[src/rtl/hp_manager_if.sv]
// Event inputs and heart-display outputs of the HP manager.
// The game logic holds the master side; hp_manager holds the slave side.
interface hp_manager_if;
  logic       game_start;
  logic       hit_pulse;
  logic       heal_pulse;
  logic       frame_tick;
  logic [2:0] HP_value;
  logic       HP_enable;
  logic       invuln;
  logic       gameover;
  logic       dead_pulse;

  modport master (
    output game_start, hit_pulse, heal_pulse, frame_tick,
    input  HP_value, HP_enable, invuln, gameover, dead_pulse
  );

  modport slave (
    input  game_start, hit_pulse, heal_pulse, frame_tick,
    output HP_value, HP_enable, invuln, gameover, dead_pulse
  );
endinterface

[src/rtl/hp_manager.sv]
// Player hit-point tracker: saturating HP, post-hit invulnerability window
// counted in frames with blinking hearts, and game-over detection.
module hp_manager #(
  parameter int unsigned HP_MAX        = 5,
  parameter int unsigned HP_INIT       = 3,
  parameter int unsigned INVULN_FRAMES = 60,
  parameter int unsigned BLINK_BIT     = 3
) (
  input  logic        clk,
  input  logic        rst,
  hp_manager_if.slave bus
);

  localparam int unsigned HP_W  = 3;
  localparam int unsigned CNT_W = $clog2(INVULN_FRAMES + 1);

  localparam logic [HP_W-1:0]  HP_TOP   = HP_W'(HP_MAX);
  localparam logic [HP_W-1:0]  HP_START = HP_W'(HP_INIT);
  localparam logic [CNT_W-1:0] INV_LOAD = CNT_W'(INVULN_FRAMES);

  if (HP_MAX > 7 || HP_MAX < 1) begin : g_chk_hp_max
    $error("hp_manager: HP_MAX must be in 1..7");
  end
  if (HP_INIT < 1 || HP_INIT > HP_MAX) begin : g_chk_hp_init
    $error("hp_manager: HP_INIT must be in 1..HP_MAX");
  end
  if (INVULN_FRAMES < 1 || CNT_W < BLINK_BIT + 1) begin : g_chk_cnt
    $error("hp_manager: invulnerability counter too narrow for BLINK_BIT");
  end

  typedef enum logic [1:0] {IDLE, ALIVE, INVULN, DEAD} state_t;

  state_t           state;
  logic [CNT_W-1:0] inv_cnt;
  logic [CNT_W-1:0] cnt_dec;
  logic [HP_W-1:0]  hp_healed;

  assign cnt_dec   = inv_cnt - CNT_W'(1);
  assign hp_healed = (bus.HP_value < HP_TOP) ? bus.HP_value + HP_W'(1) : bus.HP_value;

  // HP_enable is registered from the next state/counter so it lines up with invuln.
  always_ff @(posedge clk) begin
    if (rst) begin
      state          <= IDLE;
      inv_cnt        <= '0;
      bus.HP_value   <= '0;
      bus.HP_enable  <= 1'b0;
      bus.invuln     <= 1'b0;
      bus.gameover   <= 1'b0;
      bus.dead_pulse <= 1'b0;
    end else begin
      bus.dead_pulse <= 1'b0;
      if (bus.game_start) begin
        state         <= ALIVE;
        inv_cnt       <= '0;
        bus.HP_value  <= HP_START;
        bus.HP_enable <= 1'b1;
        bus.invuln    <= 1'b0;
        bus.gameover  <= 1'b0;
      end else begin
        case (state)
          ALIVE: begin
            if (bus.hit_pulse && (bus.heal_pulse || bus.HP_value > HP_W'(1))) begin
              // A same-cycle heal cancels the damage but the hit still grants invulnerability.
              if (!bus.heal_pulse) bus.HP_value <= bus.HP_value - HP_W'(1);
              state         <= INVULN;
              inv_cnt       <= INV_LOAD;
              bus.invuln    <= 1'b1;
              bus.HP_enable <= INV_LOAD[BLINK_BIT];
            end else if (bus.hit_pulse) begin
              state          <= DEAD;
              bus.HP_value   <= '0;
              bus.HP_enable  <= 1'b0;
              bus.gameover   <= 1'b1;
              bus.dead_pulse <= 1'b1;
            end else if (bus.heal_pulse) begin
              bus.HP_value <= hp_healed;
            end
          end
          INVULN: begin
            if (bus.heal_pulse) bus.HP_value <= hp_healed;
            if (bus.frame_tick) begin
              if (inv_cnt <= CNT_W'(1)) begin
                state         <= ALIVE;
                inv_cnt       <= '0;
                bus.invuln    <= 1'b0;
                bus.HP_enable <= 1'b1;
              end else begin
                inv_cnt       <= cnt_dec;
                bus.HP_enable <= cnt_dec[BLINK_BIT];
              end
            end
          end
          default: ;  // IDLE and DEAD hold until game_start or rst
        endcase
      end
    end
  end

endmodule

[src/flat_wrapper.sv]
// flat-port wrapper written by rule: the top's interface ports become plain ports
module hp_manager_flat 
#(
  parameter int unsigned HP_MAX        = 5,
  parameter int unsigned HP_INIT       = 3,
  parameter int unsigned INVULN_FRAMES = 60,
  parameter int unsigned BLINK_BIT     = 3
)
  (clk, rst, bus_game_start, bus_hit_pulse, bus_heal_pulse, bus_frame_tick, bus_HP_value, bus_HP_enable, bus_invuln, bus_gameover, bus_dead_pulse);
  hp_manager_if bus_i ();
  input  logic clk;
  input  logic rst;
  input wire logic [$bits(bus_i.game_start)-1:0] bus_game_start;
  input wire logic [$bits(bus_i.hit_pulse)-1:0] bus_hit_pulse;
  input wire logic [$bits(bus_i.heal_pulse)-1:0] bus_heal_pulse;
  input wire logic [$bits(bus_i.frame_tick)-1:0] bus_frame_tick;
  output wire logic [$bits(bus_i.HP_value)-1:0] bus_HP_value;
  output wire logic [$bits(bus_i.HP_enable)-1:0] bus_HP_enable;
  output wire logic [$bits(bus_i.invuln)-1:0] bus_invuln;
  output wire logic [$bits(bus_i.gameover)-1:0] bus_gameover;
  output wire logic [$bits(bus_i.dead_pulse)-1:0] bus_dead_pulse;
  assign bus_i.game_start = bus_game_start;
  assign bus_i.hit_pulse = bus_hit_pulse;
  assign bus_i.heal_pulse = bus_heal_pulse;
  assign bus_i.frame_tick = bus_frame_tick;
  assign bus_HP_value = bus_i.HP_value;
  assign bus_HP_enable = bus_i.HP_enable;
  assign bus_invuln = bus_i.invuln;
  assign bus_gameover = bus_i.gameover;
  assign bus_dead_pulse = bus_i.dead_pulse;
  hp_manager #(.HP_MAX(HP_MAX), .HP_INIT(HP_INIT), .INVULN_FRAMES(INVULN_FRAMES), .BLINK_BIT(BLINK_BIT)) u_core (.clk(clk), .rst(rst), .bus(bus_i));
endmodule
[config.mk]
export PLATFORM = sky130hd
export DESIGN_NAME = hp_manager_flat
export DESIGN_NICKNAME = d
export VERILOG_FILES = /design/src/rtl/hp_manager_if.sv /design/src/rtl/hp_manager.sv /design/src/flat_wrapper.sv
export SDC_FILE = /design/constraint.sdc
export NUM_CORES = 1
export LEC_CHECK = 0
export BUFFER_PORTS_ARGS = -buffer_cell sky130_fd_sc_hd__clkbuf_2
export CAP_MARGIN = 20
export CORE_MARGIN = 3
export CORE_UTILIZATION = 45
export CTS_CLUSTER_DIAMETER = 50
export DETAILED_ROUTE_END_ITERATION = 10
export PLACE_DENSITY = 0.65
export SYNTH_ARGS = -nofsm -noshare
export SYNTH_HDL_FRONTEND = slang
export SYNTH_SLANG_ARGS = --single-unit
[constraint.sdc]
create_clock -name clk -period 4.8 [get_ports clk]
set_input_delay 0.96 -clock clk [delete_from_list [all_inputs] [get_ports clk]]
set_output_delay 0.96 -clock clk [all_outputs]
set_load 0.05 [all_outputs]
**Word-level counts from Yosys, hierarchy flattened**

Cells that the tools add are included.

- Register bits: 15
- Word-level logic and storage cells: 70
- Input port bits: 6
- Output and inout port bits: 7

- Reductions and logical operators: 14
- Equal/unequal tests: 11
- Bitwise gates (word level): 2
- $lt $le $gt $ge: 3
- Add/sub/neg operators: 3
- Multiplexer cells: 28

Operators by type and width:

| kind | count |
|---|---|
| $mux 6 | 3 |
| $mux 3 | 5 |
| $pmux 6 s2 | 1 |
| $reduce_and 4->1 | 3 |
| $mux 1 | 10 |
| $mux 2 | 5 |
| $reduce_and 3->1 | 3 |
| $le 6x1->1 const B | 1 |
| $ne 3x2->1 const B | 2 |
| $ne 3x3->1 const B | 2 |
| $pmux 3 s2 | 1 |
| $sub 6x1->6 const B | 1 |
| $ne 2x1->1 const B | 2 |
| $ne 4x3->1 const B | 1 |
| $ne 4x4->1 const B | 1 |
| $pmux 1 s2 | 2 |
| $pmux 2 s2 | 1 |
| $reduce_and 2->1 | 2 |
| $reduce_or 4->1 | 1 |
| $add 3x1->3 const B | 1 |
| $gt 3x1->1 const B | 1 |
| $lt 3x3->1 const B | 1 |
| $reduce_bool 3->1 | 1 |
| $sub 3x1->3 const B | 1 |
| other kinds (8) | 9 |

**Depth between registers and ports, before layout**

Gate-level depths: netlist of the first run.

- Depth after elaboration: 7
- Depth in mapped cells: 7
- Depth with buffers taken out: 6

**Least setup slack after synthesis of the first run**

OpenSTA, ideal clock, no wires.

- Path kind: flip-flop to flip-flop
- From: register u_core.bus.HP_value[1]
- To: register u_core.inv_cnt[5]
- Slack: 2.646 ns
- Arrival time: 2.024 ns
- Period minus slack after synthesis: 2.154 ns
- Library setup time: 0.130 ns
- Path buffers: 0
- Data required time: 4.670 ns
- Stages on the path, launching flop included: 7
- Cells stage by stage: dfxtp_1 > inv_1 > ha_1 > o21bai_1 > a311o_2 > o41ai_2 > a21oi_1

- Cells in the longest elaborated chain, start to end: 5

Ends and longest elaborated chain:

| element | RTL line | text |
|---|---|---|
| start, declared | hp_manager_if.sv:21 | `output HP_value, HP_enable, invuln, gameover, dead_pulse` |
| start signal, assigned | hp_manager.sv:65 | `if (!bus.heal_pulse) bus.HP_value <= bus.HP_value - HP_W'(1);` |
| start signal, assigned | hp_manager.sv:77 | `bus.HP_value <= hp_healed;` |
| start signal, assigned | hp_manager.sv:81 | `if (bus.heal_pulse) bus.HP_value <= hp_healed;` |
| $gt 3x1->1 | hp_manager.sv:63 | `if (bus.hit_pulse && (bus.heal_pulse \|\| bus.HP_value > HP_W'(1))) begin` |
| $logic_or 1x1->1 | hp_manager.sv:63 |  |
| $logic_and 1x1->1 | hp_manager.sv:63 |  |
| $ne 2x1->1 (no source line) | - |  |
| $reduce_and 3->1 (no source line) | - |  |
| end signal, assigned | hp_manager.sv:89 | `inv_cnt <= cnt_dec;` |
| end, declared | hp_manager.sv:34 | `logic [CNT_W-1:0] inv_cnt;` |

Every way passes these cells.
A chain may end at the register's enable or synchronous reset.

**Worst setup path in the final report of the first run**

- From: register u_core.bus.HP_value[0]
- To: output port bus_HP_value[0]

RTL lines:

| element | RTL line | text |
|---|---|---|
| end, declared | flat_wrapper.sv:17 | `output wire logic [$bits(bus_i.HP_value)-1:0] bus_HP_value;` |

No word-level cell between the ends.

==> results.yml, run 1 <==
status:
  status: "complete, no violations"
power:
  p_sw_uw: 97.15
  p_seq_frac: 0.476
  internal-power_uw: 190.3
  leakage_uw: 0.0004594
  p_clk_frac: 0.263
  swShare: 0.3380
  power_density_mw_per_mm2: 258.1
  power_frac_comb: 0.261
  irDropWorstVdd_mv: 0.1744
die:
  ios: 13
  coreArea_mm2: 0.002062
  std_cell_rows: 16
  die_x_um: 53.87
  dieHeight_um: 53.87
  fp.dieArea_mm2: 0.002901
  start_util: 0.5000
yosys:
  synth_top_area_frac: 0.2913
  synth-edff-count: 0
  synthArstFlopShare: 0
  syn-num-nets: 137
  yosysWarnings: 0
  synth_compound_area_frac: 0.2913
  synth_adder_area_share: 0.08495
  synth_top_family_by_area: "compound AO/OA/AOI/OAI gates"
  ys_ff_latch: 15
  synth_ff_type: "dfxtp_1"
  netlist_area_mm2: 0.001031
  netlist_instances: 124
  synthMuxAreaShare: 0.01942
  synth_cell_type_count: 45
  synthTopCellsByArea: "dfxtp_1, ha_1, a21oi_1, o21ai_0, inv_1"
  yosys.area_share.xor_xnor: 0.008495
  yosys.area_share.simple: 0.2318
  yosys.area.top_type: "dfxtp_1"
  synth-seq-area-share: 0.2913
  synth_commonest_cells: "dfxtp_1, a21oi_1, inv_1"
  syn_area_per_cell_um2: 8.314
  synth_most_common_cell: "dfxtp_1"
timing:
  finalCritPeriodShare: 0.4348
  fin_tns_setup_ns: 0
  tightest_slew_ns: 0.6203
  setup-violations-final: 0
  clock_skew_ns: 0.01020
  hold_slack_ns: 0.4722
  rsz0062_at_grt: "no"
  slew_violations: 0
  min_period_ns: 2.087
  maxSlewHeadroom: 0.5836
  hold_violations: 0
  max_clock_freq_mhz: 479.2
clock_tree:
  cts_setup_buffers: 0
  clk_pin_slew_ns: 0.10
  hold_buffers: 0
  clk_latency_ns: 0.29
  cts_inserted_buffers: 3
  htree_levels: 1
  cts_tree: "yes"
  cts_sinks: 15
  cts.path.max_buffers: 2
  cts-root-buf: "clkbuf_4"
  post_cts_resized: 0
global_route:
  grt.total_usage: 0.1840
  antenna_found_initial: 0
  globalRouteOverflowTotal: 0
  grt_pass1_vias: 830
  grt_pass1_wl_mm: 3.829
  grt_max_degree: 11
place:
  port_buffers: 12
  dpl.hpwl_mm: 1.760
  gp_congestion: 0.9377
route:
  vias_per_cell: 5.975
  ant_nets: 0
  drt_iter0_markers: 16
  drc: 0
  routedWlPerCell_um: 14.05
  vias: 974
  routed_wl_mm: 2.290
  dr.pass1.iters: 4
critical_path:
  path_cells: "clkbuf_2"
  worst_ep_required_time_ns: 3.84
  crit_type: "reg -> out"
  crit_family: "flip-flops"
  crit_buf_inv: 1
  cpMaxStageDelayCell: "dfxtp_1"
  cp_max_fo: 9
  start_kind: "flop"
  crit_path_max_incr_delay_ns: 0.50
  worstPathArrival_ns: 1.13
  crit_path_end_kind: "output pin"
finish:
  area_growth_pct: 8.010
  fin_nets: 150
  fillers: 189
  drive_gt1_frac: 0.1985
  antenna_cells: 0
job:
  drv_cap: 0
hold_path:
  hold_class: "reg -> reg"
[cells by family (layout without fill, tap and decap cells)]
| logic type | count (synthesis) | after routing |
|---|---|---|
| compound gates | 43 | 43 |
| xor+xnor | 1 | 1 |
| fa+ha+maj | 7 | 7 |
| buf+inv | 14 | 26 |
| flops | 15 | 15 |
| mux | 2 | 2 |
| simple gates | 42 | 42 |
[per-stage QoR]
| stage | setup slack, ns | area [um2] | cells | total power (uW) | util |
|---|---|---|---|---|---|
| floorplan | 2.646 | 1031 | 124 | 198.3 | - |
| global placement | 2.495 | 1087 | 159 | 213.7 | 0.5273 |
| detailed placement | 2.515 | 1087 | 159 | 214.1 | 0.5273 |
| CTS | 2.710 | 1114 | 163 | 289.2 | 0.5400 |
| global route | 2.645 | 1114 | 163 | 305.3 | 0.5400 |
| finish | 2.713 | 1114 | 163 | 287.4 | 0.5400 |
[power by group through the flow]
stage	Combinational [uW]	Clock (uW)	Sequential, uW
floorplan	49.1	0	149
global placement	74.3	0	139
detailed placement	74.4	0	140
CTS	74.9	77.6	137
global route	83.3	84.3	138
finish	75.0	75.7	137
[flip-flops by register name, summed over array words and instances, names as in the netlist]
signal                 count
u_core.bus.invuln          1
u_core.bus.HP_value        3
u_core.bus.dead_pulse      1
u_core.bus.gameover        1
u_core.bus.HP_enable       1
u_core.state               2
u_core.inv_cnt             6
[layer usage]
| layer | wire length (um) | share of wire | vias to the layer above | track usage |
|---|---|---|---|---|
| met2 | 1078 | 0.47 | 22 | 0.2722 |
| met3 | 108 | 0.047 | 4 | 0.04986 |
| met1 | 1084 | 0.47 | 464 | 0.2458 |
| met5 | 0 | 0 | - | 0 |
| li1 | - | - | 484 | - |
| met4 | 19 | 0.0083 | 0 | 0.08511 |
[cell usage in the layout, fill, tap and decap left out, types with 3 or more instances in the layout]
cell      count
dfxtp_1      15
a21oi_1      12
clkbuf_2     12
inv_1        10
o21ai_0       9
nor2_1        7
ha_1          7
nand2_1       5
nor3_1        5
nand3_1       4
and2b_2       3
or3_1         3
clkbuf_4      3
[worst paths after layout]
| kind | start | to | slack (ns) | depth (start not counted) |
|---|---|---|---|---|
| max | u_core.bus.HP_value[0]$_SDFFE_PP0P_ | bus_HP_value[0] | 2.71 | 1 |
| min | u_core.bus.gameover$_SDFFE_PP0P_ | u_core.bus.gameover$_SDFFE_PP0P_ | 0.47 | 1 |
| max reg2reg | u_core.bus.HP_value[1]$_SDFFE_PP0P_ | u_core.inv_cnt[3]$_SDFFE_PP0P_ | 2.86 | 6 |
| min reg2reg | u_core.bus.gameover$_SDFFE_PP0P_ | u_core.bus.gameover$_SDFFE_PP0P_ | 0.47 | 1 |
[final cells by class]
cell class	count	area, um2	area share
Sequential cell	15	300.3	0.2697
Inverter	10	37.54	0.03371
Tap cell	27	33.78	0.03034
Timing Repair Buffer	12	60.06	0.05393
Clock buffer	4	26.28	0.02360
Multi-Input combinational cell	95	655.6	0.5888
(Power assumes the default switching activity.)
==> run 2, diff against run 1 <==
==> constraint.sdc (replaced) <==
create_clock -name clk -period 2.2 [get_ports clk]
set_input_delay 0.44 -clock clk [delete_from_list [all_inputs] [get_ports clk]]
set_output_delay 0.44 -clock clk [all_outputs]
set_load 0.05 [all_outputs]
==> run 2 against run 1 <==
- count of clock-buffer cells in the layout did not move
- first-iteration DRC count rose by 81%
- highest routed layer unchanged
- largest power group unchanged
- die area did not move
- wire length fell by 1.7%
- sequential share of layout area fell by 0.18 points
- core utilization rose by 0.36 points
- clock power rose by 110%
==> results.yml, run 2 (synthesis gave the netlist of run 1 again) <==
die:
  fp.dieArea_mm2: 0.002901
  coreArea_mm2: 0.002062
  dieHeight_um: 53.87
  start_util: 0.5000
  die_x_um: 53.87
  ios: 13
  std_cell_rows: 16
timing:
  tightest_slew_ns: 0.4802
  hold_violations: 0
  hold_slack_ns: 0.4158
  finalCritPeriodShare: 0.8755
  fin_tns_setup_ns: 0
  max_clock_freq_mhz: 519.2
  slew_violations: 0
  clock_skew_ns: 0.006641
  min_period_ns: 1.926
  maxSlewHeadroom: 0.6758
  rsz0062_at_grt: "no"
  setup-violations-final: 0
finish:
  layout_commonest_cell: "dfxtp_1"
  largest_register: "u_core.inv_cnt"
  area_growth_pct: 8.738
  reg_top3: "u_core.inv_cnt (6), u_core.bus.HP_value (3), u_core.state (2)"
  drive_gt1_frac: 0.2044
  fillers: 203
  final_cell_mix: "dfxtp_1, a21oi_1, clkbuf_2, inv_1, o21ai_0"
  largest_reg_flops: 6
  antenna_cells: 0
  fin_nets: 151
critical_path:
  crit_family: "compound AO/OA/AOI/OAI gates"
  path_cells: "inv_1 > ha_1 > o21bai_1 > a311o_2 > o41ai_2 > a21oi_1"
  worstPathArrival_ns: 2.10
  r2r_slack_ns: 0.27
  crit_buf_inv: 1
  reg2reg_depth: 6
  start_kind: "flop"
  crit_type: "reg -> reg"
  cp_max_fo: 8
  r2r-start: "u_core.bus.HP_value[1]$_SDFFE_PP0P_"
  crit_path_max_incr_delay_ns: 0.49
  crit_path_end_kind: "flop"
  reg2reg_to: "u_core.inv_cnt[5]$_SDFFE_PP0P_"
  cpMaxStageDelayCell: "a311o_2"
  worst_ep_required_time_ns: 2.37
global_route:
  grt_pass1_wl_mm: 3.926
  grt.total_usage: 0.1869
  grt_pass1_vias: 879
  gr-usage-met1: 0.2337
  grt_max_degree: 11
  globalRouteOverflowTotal: 0
  grt-busiest-layer: "met2"
  grtUsageMet3: 0.04432
  antenna_found_initial: 0
  grtUsageMet2: 0.3004
power:
  total_power_uw: 620.8
  power_density_mw_per_mm2: 553.7
  irDropWorstVdd_mv: 0.3412
  leakage_uw: 0.0004646
clock_tree:
  post_cts_resized: 0
  cts_sinks: 15
  htree_levels: 1
  cts.path.max_buffers: 2
  cts_setup_buffers: 0
  cts-root-buf: "clkbuf_4"
  clk_latency_ns: 0.28
  clk_pin_slew_ns: 0.09
  hold_buffers: 0
  cts_tree: "yes"
  cts_inserted_buffers: 3
place:
  port_buffers: 12
  gp_congestion: 0.8846
  dpl.hpwl_mm: 1.707
hold_path:
  min-delay-start: "rst"
  worstHoldPathCells: 2
  min_to: "u_core.bus.HP_value[0]$_SDFFE_PP0P_"
  hold_class: "in -> reg"
route:
  vias_per_cell: 5.799
  drt_iter0_markers: 29
  drc: 0
  vias: 951
  dr.pass1.iters: 4
  routedWlPerCell_um: 13.73
  routed_wl_mm: 2.252
  ant_nets: 0
status:
  status: "complete, no violations"
job:
  drv_cap: 0
==> run 2: worst max path at each step <==
stage               depth (start not counted)                             end  slack (ns)                           startpoint
floorplan                                   6  u_core.inv_cnt[5]$_SDFFE_PP0P_        0.05  u_core.bus.HP_value[1]$_SDFFE_PP0P_
global placement                            6    u_core.state[0]$_SDFFE_PP0P_        0.34         u_core.state[0]$_SDFFE_PP0P_
detailed placement                          6  u_core.inv_cnt[5]$_SDFFE_PP0P_        0.29  u_core.bus.HP_value[1]$_SDFFE_PP0P_
CTS                                         6  u_core.inv_cnt[5]$_SDFFE_PP0P_        0.27  u_core.bus.HP_value[1]$_SDFFE_PP0P_
global route                                6    u_core.state[0]$_SDFFE_PP0P_        0.15         u_core.state[0]$_SDFFE_PP0P_
finish                                      6  u_core.inv_cnt[5]$_SDFFE_PP0P_        0.27  u_core.bus.HP_value[1]$_SDFFE_PP0P_
==> run 2: metal layers <==
layer | share of wire | wire, um | vias up
li1 | - | - | 488
met2 | 0.48 | 1075 | 18
met1 | 0.48 | 1073 | 439
met4 | 0.016 | 36 | 0
met5 | 0 | 0 | -
met3 | 0.030 | 67 | 6
==> run 2: metrics by stage <==
| stage | area (um2) | cells | utilization | worst slack (ns) |
|---|---|---|---|---|
| 2_1_floorplan | 1031 | 124 | - | 0.04586 |
| 3_3_place_gp | 1095 | 160 | 0.5309 | 0.3450 |
| 3_5_place_dp | 1095 | 160 | 0.5309 | 0.2932 |
| 4_1_cts | 1121 | 164 | 0.5437 | 0.2722 |
| 5_1_grt | 1121 | 164 | 0.5437 | 0.1493 |
| 6_report | 1121 | 164 | 0.5437 | 0.2739 |
==> run 2: report_power, final <==
part           internal, uW  leakage [uW]  switching [uW]  total (uW)
sequential              284      0.000123            14.5         298
combinational          62.8      0.000327             103         166
clock                  70.4     0.0000150            86.5         157
==> run 2: final cells by class <==
type | count | area (um2) | area share
Tap cell | 27 | 33.78 | 0.03013
Multi-Input combinational cell | 95 | 655.6 | 0.5848
Timing Repair Buffer | 13 | 67.56 | 0.06027
Sequential cell | 15 | 300.3 | 0.2679
Inverter | 10 | 37.54 | 0.03348
Clock buffer | 4 | 26.28 | 0.02344
==> run 3, diff against run 2 <==
--- a/config.mk
+++ b/config.mk
@@ -7,11 +7,14 @@
 export LEC_CHECK = 0
 export BUFFER_PORTS_ARGS = -buffer_cell sky130_fd_sc_hd__clkbuf_2
 export CAP_MARGIN = 20
+export CELL_PAD_IN_SITES_DETAIL_PLACEMENT = 1
+export CELL_PAD_IN_SITES_GLOBAL_PLACEMENT = 1
 export CORE_MARGIN = 3
-export CORE_UTILIZATION = 45
+export CORE_UTILIZATION = 42
 export CTS_CLUSTER_DIAMETER = 50
+export CTS_CLUSTER_SIZE = 8
 export DETAILED_ROUTE_END_ITERATION = 10
-export PLACE_DENSITY = 0.65
+export PLACE_DENSITY = 0.77
 export SYNTH_ARGS = -nofsm -noshare
 export SYNTH_HDL_FRONTEND = slang
 export SYNTH_SLANG_ARGS = --single-unit
==> run 3 against run 2 <==
- global-route usage grew 1.9 points
- first-iteration DRC count shrank 38%
- largest cell class unchanged
- via count rose by 4.4%
- worst setup slack got worse by 0.018 ns
- cell area up 2.1%
- register-to-register slack got worse by 0.02 ns
- maximum frequency shrank 0.92%
- worst hold slack got worse by 0.017 ns
==> results.yml, run 3 (synthesis gave the netlist of run 1 again) <==
critical_path:
  worstPathArrival_ns: 2.11
  start_kind: "flop"
  worst_ep_required_time_ns: 2.37
  crit_path_max_incr_delay_ns: 0.49
  crit_path_end_kind: "flop"
  cpMaxStageDelayCell: "a311o_2"
  crit_type: "reg -> reg"
  cp_max_fo: 8
  reg2reg_depth: 6
  path_cells: "inv_1 > ha_1 > o21bai_1 > a311o_2 > o41ai_2 > a21oi_1"
clock_tree:
  hold_buffers: 0
  htree_levels: 1
  clk_pin_slew_ns: 0.09
  cts.path.max_buffers: 2
  cts-root-buf: "clkbuf_4"
  clk_latency_ns: 0.28
  cts_setup_buffers: 0
  cts_tree: "yes"
  cts_inserted_buffers: 3
  cts_sinks: 15
  post_cts_resized: 0
power:
  leakage_uw: 0.0004794
  irDropWorstVdd_mv: 0.3703
  power_density_mw_per_mm2: 554.4
finish:
  largest_reg_flops: 6
  drive_gt1_frac: 0.2214
  final_cell_mix: "dfxtp_1, a21oi_1, clkbuf_2, inv_1, o21ai_0"
  layout_commonest_cell: "dfxtp_1"
  reg_top3: "u_core.inv_cnt (6), u_core.bus.HP_value (3), u_core.state (2)"
  finish.instance_area_mm2: 0.001145
  fin_nets: 154
  antenna_cells: 0
  largest_register: "u_core.inv_cnt"
  final_util: 0.5030
  area_growth_pct: 11.04
timing:
  min_period_ns: 1.944
  max_clock_freq_mhz: 514.4
  rsz0062_at_grt: "no"
  slew_violations: 0
  hold_violations: 0
  fin_tns_setup_ns: 0
  tightest_slew_ns: 0.4362
  clock_skew_ns: 0.008304
  setup-violations-final: 0
  maxSlewHeadroom: 0.7055
  finalCritPeriodShare: 0.8836
hold_path:
  worstHoldPathCells: 2
  hold_class: "in -> reg"
route:
  routedWlPerCell_um: 16.64
  ant_nets: 0
  dr.pass1.iters: 4
  vias_per_cell: 5.911
  vias: 993
  routed_wl_mm: 2.795
  drt_iter0_markers: 18
  drc: 0
global_route:
  antenna_found_initial: 0
  grt_max_degree: 11
  grt_pass1_vias: 1062
  grt.total_usage: 0.2060
  grt_pass1_wl_mm: 5.140
  globalRouteOverflowTotal: 0
die:
  coreArea_mm2: 0.002276
  start_util: 0.4530
  fp.dieArea_mm2: 0.003085
  std_cell_rows: 17
  ios: 13
  dieHeight_um: 55.55
  die_x_um: 55.55
status:
  status: "complete, no violations"
place:
  gp_congestion: 0.7913
  dpl.hpwl_mm: 2.168
  port_buffers: 12
  placed_cell_area_mm2: 0.001119
job:
  drv_cap: 0
## run 3: cell types whose count changed in the layout (fill, tap and decap cells not counted)
cell and change:
buf_4 +3
## run 3: path summary, 6_finish.rpt
| kind | startpoint | end | slack [ns] |
|---|---|---|---|
| min | rst | u_core.bus.HP_value[0]$_SDFFE_PP0P_ | 0.40 |
| max reg2reg | u_core.bus.HP_value[1]$_SDFFE_PP0P_ | u_core.inv_cnt[5]$_SDFFE_PP0P_ | 0.26 |
| min reg2reg | u_core.bus.gameover$_SDFFE_PP0P_ | u_core.bus.gameover$_SDFFE_PP0P_ | 0.46 |
| max | u_core.bus.HP_value[1]$_SDFFE_PP0P_ | u_core.inv_cnt[5]$_SDFFE_PP0P_ | 0.26 |
## run 3: metal layers
metal,track usage,wire (um)
met1,0.2933,1390
met3,0.06075,129
met4,0.04861,14
met5,0,0
met2,0.3041,1260
## run 3: area by class of cell
cell class / count / area (um2)
inverter: 10 / 37.54
tap: 28 / 35.03
timing repair buffer: 16 / 90.09
multi-input combinational: 95 / 655.6
fill: 281 / 1131
clock buffer: 4 / 26.28
sequential: 15 / 300.3
## run 3: through the flow
stage          total power (uW)  setup slack [ns]  std cells  hold slack, ns
3_5_place_dp              482.0            0.2691        164          0.4482
6_report                  634.7            0.2561        168          0.3991
3_3_place_gp              476.9            0.3508        164          0.4357
2_1_floorplan             432.7           0.04586        124          0.4505
5_1_grt                   676.5           0.06593        168          0.4189
4_1_cts                   645.1            0.2654        168          0.3939
## run 3: power by group
part / total, uW / switching (uW) / internal, uW
Clock: 156 / 85.7 / 70.4
Sequential: 297 / 13.3 / 284
Combinational: 182 / 114 / 68.0
Total: 635 / 213 / 422
## run 3: worst max-delay path, delay by kind of cell, from the launching register on
family / cells / cell delay, ns
AOI/OAI and AO/OA: 4 / 1.07
adders and majority gates: 1 / 0.19
DFF: 1 / 0.46
buffers and inverters: 1 / 0.10
